[src/rtl/param_stream_pkg.sv]
// Shared types, constants and the beat checksum helper for the parameter stream sink.
package param_stream_pkg;

  typedef enum logic [1:0] {
    IDLE = 2'd0,
    LOAD = 2'd1,
    DONE = 2'd2
  } sink_state_t;

  localparam int CHECKSUM_WIDTH = 32;

  // Widest packed beat the checksum helper accepts; narrower beats are zero-padded.
  localparam int BEAT_SUM_MAX_W = 1024;

  // Sign-extend each elem_w-bit element of a packed beat and sum them modulo 2^32.
  function automatic logic [CHECKSUM_WIDTH-1:0] beat_sum(
    input logic [BEAT_SUM_MAX_W-1:0] beat,
    input int unsigned               elem_w,
    input int unsigned               n_elems
  );
    logic [CHECKSUM_WIDTH-1:0] acc;
    logic [CHECKSUM_WIDTH-1:0] mask;
    logic [CHECKSUM_WIDTH-1:0] elem;
    logic [BEAT_SUM_MAX_W-1:0] shifted;
    acc  = '0;
    mask = (32'h1 << elem_w) - 32'h1;
    for (int unsigned j = 0; j < n_elems; j++) begin
      shifted = beat >> (j * elem_w);
      elem    = shifted[CHECKSUM_WIDTH-1:0] & mask;
      if (elem[5'(elem_w - 32'd1)]) begin
        elem = elem | ~mask;
      end else begin
        elem = elem;
      end
      acc = acc + elem;
    end
    return acc;
  endfunction

endpackage

[src/rtl/param_stream_sink_if.sv]
// Valid/ready parameter beat stream from the loader to the sink.
interface param_stream_sink_if #(
  parameter int PRECISION_0 = 16,
  parameter int BEAT_ELEMS  = 1
);
  logic [PRECISION_0-1:0] data_in [BEAT_ELEMS];
  logic                   data_in_valid;
  logic                   data_in_ready;

  modport master (
    output data_in,
    output data_in_valid,
    input  data_in_ready
  );

  modport slave (
    input  data_in,
    input  data_in_valid,
    output data_in_ready
  );
endinterface

[src/rtl/param_stream_buffer.sv]
// Simple dual-port parameter RAM: one write port, read port with two ce-gated
// registered stages matching the generated parameter ROMs. Reads are read-first.
module param_stream_buffer #(
  parameter  int DEPTH = 32,
  parameter  int DW    = 16,
  localparam int AW    = $clog2(DEPTH) + 1
) (
  input  logic          clk,
  input  logic          rst,
  input  logic          wr_en,
  input  logic [AW-1:0] wr_addr,
  input  logic [DW-1:0] wr_data,
  input  logic [AW-1:0] rd_addr,
  input  logic          rd_ce,
  output logic [DW-1:0] rd_data
);
  // The array spans the whole address range so every rd_addr indexes a real
  // entry; entries at DEPTH and above are never written.
  localparam int SLOTS = 2 ** AW;

  logic [DW-1:0] mem_r [SLOTS];
  logic [DW-1:0] stage0_r;
  logic [DW-1:0] rd_data_r;

  // Write port; contents are deliberately not reset.
  always_ff @(posedge clk) begin
    if (wr_en) begin
      mem_r[wr_addr] <= wr_data;
    end
  end

  // Two-stage read pipeline; both stages move only on rd_ce, old word on collision.
  always_ff @(posedge clk) begin
    if (rst) begin
      stage0_r  <= '0;
      rd_data_r <= '0;
    end else if (rd_ce) begin
      stage0_r  <= mem_r[rd_addr];
      rd_data_r <= stage0_r;
    end
  end

  assign rd_data = rd_data_r;

endmodule

[src/rtl/param_stream_sink.sv]
// Parameter stream sink: loads one tensor of beats into a buffer at run time and
// serves it through a ROM-compatible 2-stage read port.
module param_stream_sink
  import param_stream_pkg::*;
#(
  parameter  int PRECISION_0       = 16,
  parameter  int PRECISION_1       = 3,
  parameter  int TENSOR_SIZE_DIM_0 = 32,
  parameter  int PARALLELISM_DIM_0 = 1,
  parameter  int PARALLELISM_DIM_1 = 1,
  localparam int BEAT_ELEMS        = PARALLELISM_DIM_0 * PARALLELISM_DIM_1,
  localparam int DEPTH             = TENSOR_SIZE_DIM_0 / PARALLELISM_DIM_0,
  localparam int CW                = $clog2(DEPTH) + 1
) (
  input  logic                              clk,
  input  logic                              rst,
  input  logic                              start,
  param_stream_sink_if.slave                s_in,
  output logic                              load_done,
  output logic [CW-1:0]                     beat_count,
  output logic [CHECKSUM_WIDTH-1:0]         checksum,
  input  logic [CW-1:0]                     rd_addr,
  input  logic                              rd_ce,
  output logic [PRECISION_0*BEAT_ELEMS-1:0] rd_data
);
  localparam int BEAT_W = PRECISION_0 * BEAT_ELEMS;

  localparam logic [1:0] ST_IDLE = IDLE;
  localparam logic [1:0] ST_LOAD = LOAD;
  localparam logic [1:0] ST_DONE = DONE;

  // Fractional bits only travel with the data format; storage never depends on them.
  if (PRECISION_1 >= PRECISION_0) begin : g_frac_wider_than_element
  end

  logic [1:0]                state_r;
  logic [1:0]                state_next_s;
  logic                      load_done_r;
  logic [CW-1:0]             beat_count_r;
  logic [CHECKSUM_WIDTH-1:0] checksum_r;
  logic [BEAT_W-1:0]         beat_s;
  logic [BEAT_SUM_MAX_W-1:0] beat_wide_s;
  logic [CHECKSUM_WIDTH-1:0] beat_sum_s;
  logic                      ready_s;
  logic                      accept_s;
  logic                      last_beat_s;

  assign ready_s     = (state_r == ST_LOAD);
  assign accept_s    = s_in.data_in_valid && ready_s && !start;
  assign last_beat_s = (beat_count_r == CW'(DEPTH - 1));

  // Pack the unpacked beat (element j at bits j*PRECISION_0) and compute its signed sum.
  always_comb begin
    beat_s      = '0;
    beat_wide_s = '0;
    for (int j = 0; j < BEAT_ELEMS; j++) begin
      beat_s[PRECISION_0*j +: PRECISION_0] = s_in.data_in[j];
    end
    beat_wide_s[BEAT_W-1:0] = beat_s;
    beat_sum_s = beat_sum(beat_wide_s, PRECISION_0, BEAT_ELEMS);
  end

  // Next-state logic; start always (re)enters LOAD, including mid-load aborts.
  always_comb begin
    state_next_s = state_r;
    case (state_r)
      ST_IDLE: begin
        if (start) state_next_s = ST_LOAD;
        else       state_next_s = ST_IDLE;
      end
      ST_LOAD: begin
        if (start)                        state_next_s = ST_LOAD;
        else if (accept_s && last_beat_s) state_next_s = ST_DONE;
        else                              state_next_s = ST_LOAD;
      end
      ST_DONE: begin
        if (start) state_next_s = ST_LOAD;
        else       state_next_s = ST_DONE;
      end
      default: state_next_s = ST_IDLE;
    endcase
  end

  // State, load_done, beat counter and running checksum.
  always_ff @(posedge clk) begin
    if (rst) begin
      state_r      <= ST_IDLE;
      load_done_r  <= 1'b0;
      beat_count_r <= '0;
      checksum_r   <= '0;
    end else begin
      state_r     <= state_next_s;
      load_done_r <= (state_next_s == ST_DONE);
      if (start) begin
        beat_count_r <= '0;
        checksum_r   <= '0;
      end else if (accept_s) begin
        beat_count_r <= beat_count_r + CW'(1);
        checksum_r   <= checksum_r + beat_sum_s;
      end else begin
        beat_count_r <= beat_count_r;
        checksum_r   <= checksum_r;
      end
    end
  end

  param_stream_buffer #(
    .DEPTH (DEPTH),
    .DW    (BEAT_W)
  ) u_buffer (
    .clk     (clk),
    .rst     (rst),
    .wr_en   (accept_s),
    .wr_addr (beat_count_r),
    .wr_data (beat_s),
    .rd_addr (rd_addr),
    .rd_ce   (rd_ce),
    .rd_data (rd_data)
  );

  assign s_in.data_in_ready = ready_s;
  assign load_done          = load_done_r;
  assign beat_count         = beat_count_r;
  assign checksum           = checksum_r;

endmodule

[src/flat_wrapper.sv]
// flat-port wrapper written by rule: the top's interface ports become plain ports
module param_stream_sink_flat import param_stream_pkg::*;
#(
  parameter  int PRECISION_0       = 16,
  parameter  int PRECISION_1       = 3,
  parameter  int TENSOR_SIZE_DIM_0 = 32,
  parameter  int PARALLELISM_DIM_0 = 1,
  parameter  int PARALLELISM_DIM_1 = 1,
  localparam int BEAT_ELEMS        = PARALLELISM_DIM_0 * PARALLELISM_DIM_1,
  localparam int DEPTH             = TENSOR_SIZE_DIM_0 / PARALLELISM_DIM_0,
  localparam int CW                = $clog2(DEPTH) + 1
)
  (clk, rst, start, load_done, beat_count, checksum, rd_addr, rd_ce, rd_data, s_in_data_in, s_in_data_in_valid, s_in_data_in_ready);
  param_stream_sink_if #(.PRECISION_0(PRECISION_0), .BEAT_ELEMS(1)) s_in_i ();
  input  logic clk;
  input  logic rst;
  input  logic start;
  output logic load_done;
  output logic [CW-1:0] beat_count;
  output logic [CHECKSUM_WIDTH-1:0] checksum;
  input  logic [CW-1:0] rd_addr;
  input  logic rd_ce;
  output logic [PRECISION_0*BEAT_ELEMS-1:0] rd_data;
  input wire logic [$bits(s_in_i.data_in)-1:0] s_in_data_in;
  input wire logic [$bits(s_in_i.data_in_valid)-1:0] s_in_data_in_valid;
  output wire logic [$bits(s_in_i.data_in_ready)-1:0] s_in_data_in_ready;
  assign s_in_i.data_in = {>>{s_in_data_in}};
  assign s_in_i.data_in_valid = s_in_data_in_valid;
  assign s_in_data_in_ready = s_in_i.data_in_ready;
  param_stream_sink #(.PRECISION_0(PRECISION_0), .PRECISION_1(PRECISION_1), .TENSOR_SIZE_DIM_0(TENSOR_SIZE_DIM_0), .PARALLELISM_DIM_0(PARALLELISM_DIM_0), .PARALLELISM_DIM_1(PARALLELISM_DIM_1)) u_core (.clk(clk), .rst(rst), .start(start), .s_in(s_in_i), .load_done(load_done), .beat_count(beat_count), .checksum(checksum), .rd_addr(rd_addr), .rd_ce(rd_ce), .rd_data(rd_data));
endmodule
[config.mk]
export PLATFORM = sky130hd
export DESIGN_NAME = param_stream_sink_flat
export DESIGN_NICKNAME = d
export VERILOG_FILES = /design/src/rtl/param_stream_pkg.sv /design/src/rtl/param_stream_sink_if.sv /design/src/rtl/param_stream_buffer.sv /design/src/rtl/param_stream_sink.sv /design/src/flat_wrapper.sv
export SDC_FILE = /design/constraint.sdc
export NUM_CORES = 1
export LEC_CHECK = 0
export BUFFER_PORTS_ARGS = -buffer_cell sky130_fd_sc_hd__buf_2
export CORE_MARGIN = 10
export CORE_UTILIZATION = 45
export DETAILED_ROUTE_END_ITERATION = 10
export HOLD_SLACK_MARGIN = 0.03
export SYNTH_ARGS = -nofsm -noshare
export SYNTH_HDL_FRONTEND = slang
export SYNTH_SLANG_ARGS = --single-unit
[constraint.sdc]
create_clock -name clk -period 3.8 [get_ports clk]
set_input_delay 0.38 -clock clk [delete_from_list [all_inputs] [get_ports clk]]
set_output_delay 0.38 -clock clk [all_outputs]
set_load 0.03 [all_outputs]
# Yosys cells after proc, flatten, opt, wreduce, memory -nomap -nowiden
# Memories as Yosys holds them, arrays and structs flattened. A register that Yosys moved wholly into a read port is not among the register bits.
# Cells that the tools add are included.
[op_classes]
addsub = 2
mul = 0
div = 0
n_lt_le_gt_ge = 0
n_eq_ne = 4
n_shift = 0
muxes = 8
bitwise = 0
reduce_logical = 6
[op_table]
columns = ["cell", "count"]
rows = [
  ["$add 32x32->32", 1],
  ["$mux 32", 1],
  ["$add 6x1->6 const B", 1],
  ["$eq 6x5->1 const B", 1],
  ["$mux 2", 3],
  ["$pmux 2 s3", 1],
  ["$eq 2x2->1 const B", 2],
  ["$logic_and 1x1->1", 3],
  ["$mux 1", 3],
  ["$eq 2x1->1 const B", 1],
  ["$logic_not 2->1", 1],
  ["$reduce_or 2->1", 1],
  ["$logic_not 1->1", 1],
]
[word_totals]
register_bits = 57
latch_bits = 0
mem_bits_rw = 1024
rom_bits = 0
inputBits = 27
wordCells = 26
mem_count = 1
[mem_list]
columns = ["name", "depth", "width", "rd", "rd_clocked_by_memory_dff", "wr", "line", "source"]
rows = [
  ["u_core.u_buffer.mem_r", 64, 16, 1, 1, 1, "param_stream_buffer.sv:21", "logic [DW-1:0] mem_r [SLOTS];"],
]

# Logic depth before layout (Yosys ltp)
[logic_depth]
word_depth = 8
ltp_mapped = 10
ltp_nobuf = 10

# Modules after synthesis
# From an unflattened synthesis, not the netlist that was laid out.
[unflattened]
cells_unflattened = 2500
hier_area_um2 = 43934.6
[by_module_without_submodules]
columns = ["mod", "n_inst", "cells_per_inst", "area_per_inst_um2", "seq_area_each_um2"]
rows = [
  ["param_stream_buffer", 1, 2088, 40704.0, 31390.1],
  ["param_stream_sink", 1, 412, 3230.6, 820.8],
]

# Least setup slack after synthesis
# No wires, ideal clock.
[synth_timing]
path_kind = "register to register"
start = "reg u_core.state_r[0]"
end = "mem u_core.u_buffer.mem_r[63][0] (enable)"
t_arrival_ns = 2.621
required_ns = 3.411
path_slack_ns = 0.791
path_stages_with_launch = 9
path_buffers = 2
path_cell_list = "dfxtp_1 -> nor2b_1 -> nand2_1 -> nor2_1 -> and2_1 -> clkbuf_1 -> nand3_1 -> clkbuf_1 -> nor2_1"
[synth_between]
elab_chain_cells = 5
[synth_lines]
columns = ["element", "line", "source"]
rows = [
  ["from (decl)", "param_stream_sink.sv:36", "logic [1:0] state_r;"],
  ["from (signal assigned)", "param_stream_sink.sv:92", "state_r <= state_next_s;"],
  ["$eq 2x1->1", "param_stream_sink.sv:48", "assign ready_s = (state_r == ST_LOAD);"],
  ["net s_in_data_in_ready", "flat_wrapper.sv:26", "output wire logic [$bits(s_in_i.data_in_ready)-1:0] s_in_data_in_ready;"],
  ["$logic_and 1x1->1 (2 in series)", "param_stream_sink.sv:49", "assign accept_s = s_in.data_in_valid && ready_s && !start;"],
  ["$mux 1", "param_stream_buffer.sv:27", "if (wr_en) begin"],
  ["$mux 1 (implied by the code)", "param_stream_buffer.sv:28", "mem_r[wr_addr] <= wr_data;"],
  ["to (decl)", "param_stream_buffer.sv:21", ""],
]
# The timed path passes the listed nets, and every way through them passes these cells.

# Worst setup path after layout
[layout_timing]
start = "reg u_core.state_r[0]"
end = "mem u_core.u_buffer.mem_r[19][8] (enable)"
[layout_between]
elab_chain_cells = 5
[layout_lines]
columns = ["element", "line"]
rows = [
  ["$eq 2x1->1", "param_stream_sink.sv:48"],
  ["$logic_and 1x1->1 (2 in series)", "param_stream_sink.sv:49"],
  ["$mux 1", "param_stream_buffer.sv:27"],
  ["$mux 1 (implied by the code)", "param_stream_buffer.sv:28"],
]
# Every way passes these cells.

==> run_results.csv <==
group,metric,value,unit
detailed_routing,wl,109400,µm
grt,grt_max_degree,65,
final_layout,fin_util,52.29,%
sta,period_share,85.95,%
sta,drv_slew,0,
floorplan,die_y,330.4,µm
detailed_routing,ant_nets,0,
sta,fin_tns_setup,0,ns
place,dp_hpwl,65330,µm
synthesis,ys_warn_count,0,
synthesis,ys_types,55,
detailed_routing,via_count,21630,
grt,grt_pass1_wl,158400,µm
setup_path,required,4.12,ns
pwr,p_sw_share,21.15,%
sta,timing.slew.headroom,21.70,%
final_layout,nets,2326,
pwr,p_int,20.09,mW
clocking,cts_inserted_buffers,113,
final_layout,syn2layout_area_growth,14.90,%
pwr,cellLeakagePower,16.14,nW
floorplan,die_area,109200,µm²
clocking,path_clk_slew,0.06,ns
place,io_buffers,82,
sta,rsz0062_at_grt,"no",
floorplan,initial_core_util,45.51,%
final_layout,fin_cells,3623,
synthesis,avgSynthCellArea,21.06,µm²
pwr,p_sw,5.388,mW
clocking,cts_buffer_depth,3,
clocking,post_cts.repair.setup_buffers,0,
clocking,cts_tree,"built",
place,dp_cells,3415,
run,maxCapViolCount,0,
synthesis,synth.cell_area,43360,µm²
floorplan,ios,83,
grt,antenna_found_initial,6,
setup_path,crit_type,"register to register",
synthesis,synth_seq_area_share,74.28,%
detailed_routing,viasPerCell,5.970,
detailed_routing,drc,0,
place,post_dp_cell_area,46170,µm²
pwr,seqPwrFrac,52.0,%
setup_path,crit_arrival,3.59,ns
pwr,clock_power_share,42.7,%
clocking,cts_sinks,1097,
place,post-place-ws,0.5504,ns
sta,fmax,0.3062,GHz
sta,setup_viol,0,
pwr,p_comb_share,5.3,%
synthesis,syn-num-nets,2119,
pwr,p_per_area,511.4,nW/µm²
floorplan,fp-row-count,113,
synthesis,ys_async_sr_fraction,0,%
setup_path,cp-start-kind,"register",
clocking,htreeDepth,3,
synthesis,synth_flop_cell,"edfxtp_1",
final_layout,drive_above_1_share,32.99,%
sta,finalCriticalPeriod,3.266,ns
detailed_routing,wire_per_inst,30.20,µm
setup_path,cp-end-kind,"register",
grt,grt-ovfl-total,0,
detailed_routing,firstDrtPassIters,5,
grt,grt_pass1_vias,22240,
floorplan,core_area,95290,µm²
sta,setup_slack,0.5340,ns
grt,grtUsageTotal,20.14,%
outcome,outcome,"complete, no violations",
worst_hold_path,min_path_type,"input port to register",
final_layout,stdcell_area,49830,µm²
place,gp_congestion,0.8240,
synthesis,ys_ff_latch,1097,
detailed_routing,drt-initial-drc-count,2196,
clocking,cts_root_buffer,"clkbuf_16",
sta,tightest_slew,1.174,ns
synthesis,syn_inst,2059,
clocking,clock_latency,0.67,ns
floorplan,die_w,330.4,µm
sta,skew,0.01537,ns
pwr,vdd.ir_drop.worst,0.3607,mV
synthesis,synth_edf_count,1024,
setup_path,cp_max_fo,39,
sta,hold_violations,0,
stage by stage:
step / hold slack, ns / total power [mW]
after global routing: 0.07878 / 26.24
after CTS: 0.06407 / 25.67
after detailed placement: 0.4695 / 14.88
final: 0.09720 / 25.48
after floorplan: 0.4601 / 14.28
after global placement: 0.4620 / 14.84
final cells by class:
cell class	count	area, µm²
antenna	3	7.507
clock buffer	142	3039
clock inverter	62	595.6
fill	7464	45470
inverter	3	11.26
multi-input combinational	845	10800
sequential	1097	32210
tap	1265	1583
timing repair buffer	206	1582
placed cells by master (no fill, tap or decap), types with 4 or more instances in the layout:
master | netlist | routed
bufinv_16 | 0 | 10
nor2_2 | 0 | 59
o211ai_1 | 5 | 5
clkinv_4 | 0 | 4
o21ai_0 | 19 | 19
clkbuf_16 | 0 | 115
nand3b_1 | 4 | 4
mux2i_1 | 37 | 37
xnor2_1 | 11 | 11
clkbuf_1 | 64 | 21
buf_4 | 4 | 108
a21boi_0 | 4 | 4
nor3_1 | 9 | 9
nand3_1 | 22 | 22
o21a_1 | 8 | 8
buf_12 | 0 | 17
nand4_1 | 4 | 4
a31oi_1 | 5 | 5
ha_1 | 32 | 32
nand2_1 | 67 | 67
nor2b_1 | 9 | 9
clkbuf_8 | 0 | 6
dfxtp_1 | 73 | 73
or2_2 | 5 | 5
a21oi_1 | 53 | 53
clkinv_2 | 0 | 24
buf_2 | 22 | 78
and3_1 | 6 | 6
clkinv_1 | 0 | 17
a21o_1 | 16 | 16
a211oi_1 | 10 | 10
mux4_2 | 336 | 336
edfxtp_1 | 1024 | 1024
xor2_1 | 8 | 8
or3_1 | 9 | 9
nor2_1 | 133 | 74
synthesized netlist by cell type (2+ instances only):
master / number / area share, %
edfxtp_1: 1024 / 71
mux4_2: 336 / 17
nor2_1: 133 / 1.2
dfxtp_1: 73 / 3.4
nand2_1: 67 / 0.58
clkbuf_1: 64 / 0.55
a21oi_1: 53 / 0.61
mux2i_1: 37 / 0.85
ha_1: 32 / 0.92
buf_2: 22 / 0.25
nand3_1: 22 / 0.25
buf_1: 21 / 0.18
o21ai_0: 19 / 0.22
a21o_1: 16 / 0.28
xnor2_1: 11 / 0.22
a211oi_1: 10 / 0.17
nor2b_1: 9 / 0.13
nor3_1: 9 / 0.10
or3_1: 9 / 0.13
o21a_1: 8 / 0.14
xor2_1: 8 / 0.16
and3_1: 6 / 0.087
a31oi_1: 5 / 0.072
o211ai_1: 5 / 0.087
or2_2: 5 / 0.072
a21boi_0: 4 / 0.069
buf_4: 4 / 0.069
nand3b_1: 4 / 0.069
nand4_1: 4 / 0.058
a31o_2: 3 / 0.061
and2_1: 3 / 0.043
buf_6: 3 / 0.078
inv_1: 3 / 0.026
a2111oi_0: 2 / 0.040
a41o_1: 2 / 0.046
o31ai_1: 2 / 0.035
o41ai_1: 2 / 0.040
or3b_2: 2 / 0.040
repair_timing:
item	in CTS	in global routing
endpoints found under the hold margin	1	0
gates resized for setup	0	0
hold buffers	1	0
setup endpoints to repair	0	0
sequential cells by signal, summed over array words and instances, names as in the netlist:
signal,count
u_core.u_buffer.mem_r,1024
u_core.u_buffer.stage0_r,16
u_core.u_buffer.rd_data,16
u_core.beat_count,6
u_core.checksum,32
u_core.state_r,2
u_core.load_done,1
power by group through the flow:
| stage | logic [mW] | clock network (mW) | registers (mW) |
|---|---|---|---|
| 2_1_floorplan | 0.747 | 0 | 13.5 |
| 3_3_place_gp | 1.33 | 0 | 13.5 |
| 3_5_place_dp | 1.36 | 0 | 13.5 |
| 4_1_cts | 1.37 | 11.0 | 13.3 |
| 5_1_grt | 1.44 | 11.5 | 13.3 |
| 6_report | 1.35 | 10.9 | 13.3 |
logic make-up after synthesis:
kind of cell / Yosys count / share of synthesized area, %
AO/OA/AOI/OAI: 141 / 2.075
adder cells (fa/ha/maj): 33 / 0.9695
multiplexers: 373 / 18.30
AND/OR/NAND/NOR: 279 / 2.825
XOR/XNOR: 19 / 0.3838
buffers and inverters: 117 / 1.163
flip-flops: 1097 / 74.28
worst paths after layout:
path                      startpoint                            to  slack (ns)  depth (start not counted)
setup reg to reg   u_core.state_r[0]  u_core.u_buffer.mem_r[19][8]        0.53                          7
hold reg to reg   u_core.checksum[9]            u_core.checksum[9]        0.48                          2
setup / recovery   u_core.state_r[0]  u_core.u_buffer.mem_r[19][8]        0.53                          7
hold / removal                 start              u_core.load_done         0.1                          3
metal layers:
metal | up-vias | GRT usage (%) | share of wire (%)
met2 | 820 | 33.60 | 50
met3 | 136 | 4.073 | 7.5
met5 | - | 0 | 0
met4 | 0 | 3.657 | 1.7
li1 | 9018 | - | -
met1 | 11650 | 27.62 | 41
worst max-delay path, stage by stage (launching register included):
cell and delay [ns]:
dfxtp_1 0.34, nor2b_1 0.26, nand2_1 0.11, buf_4 0.29, nor3_1 0.54, nand3_1 0.68
nor2_2 0.29, buf_4 0.37
(Power assumes the default switching activity.)
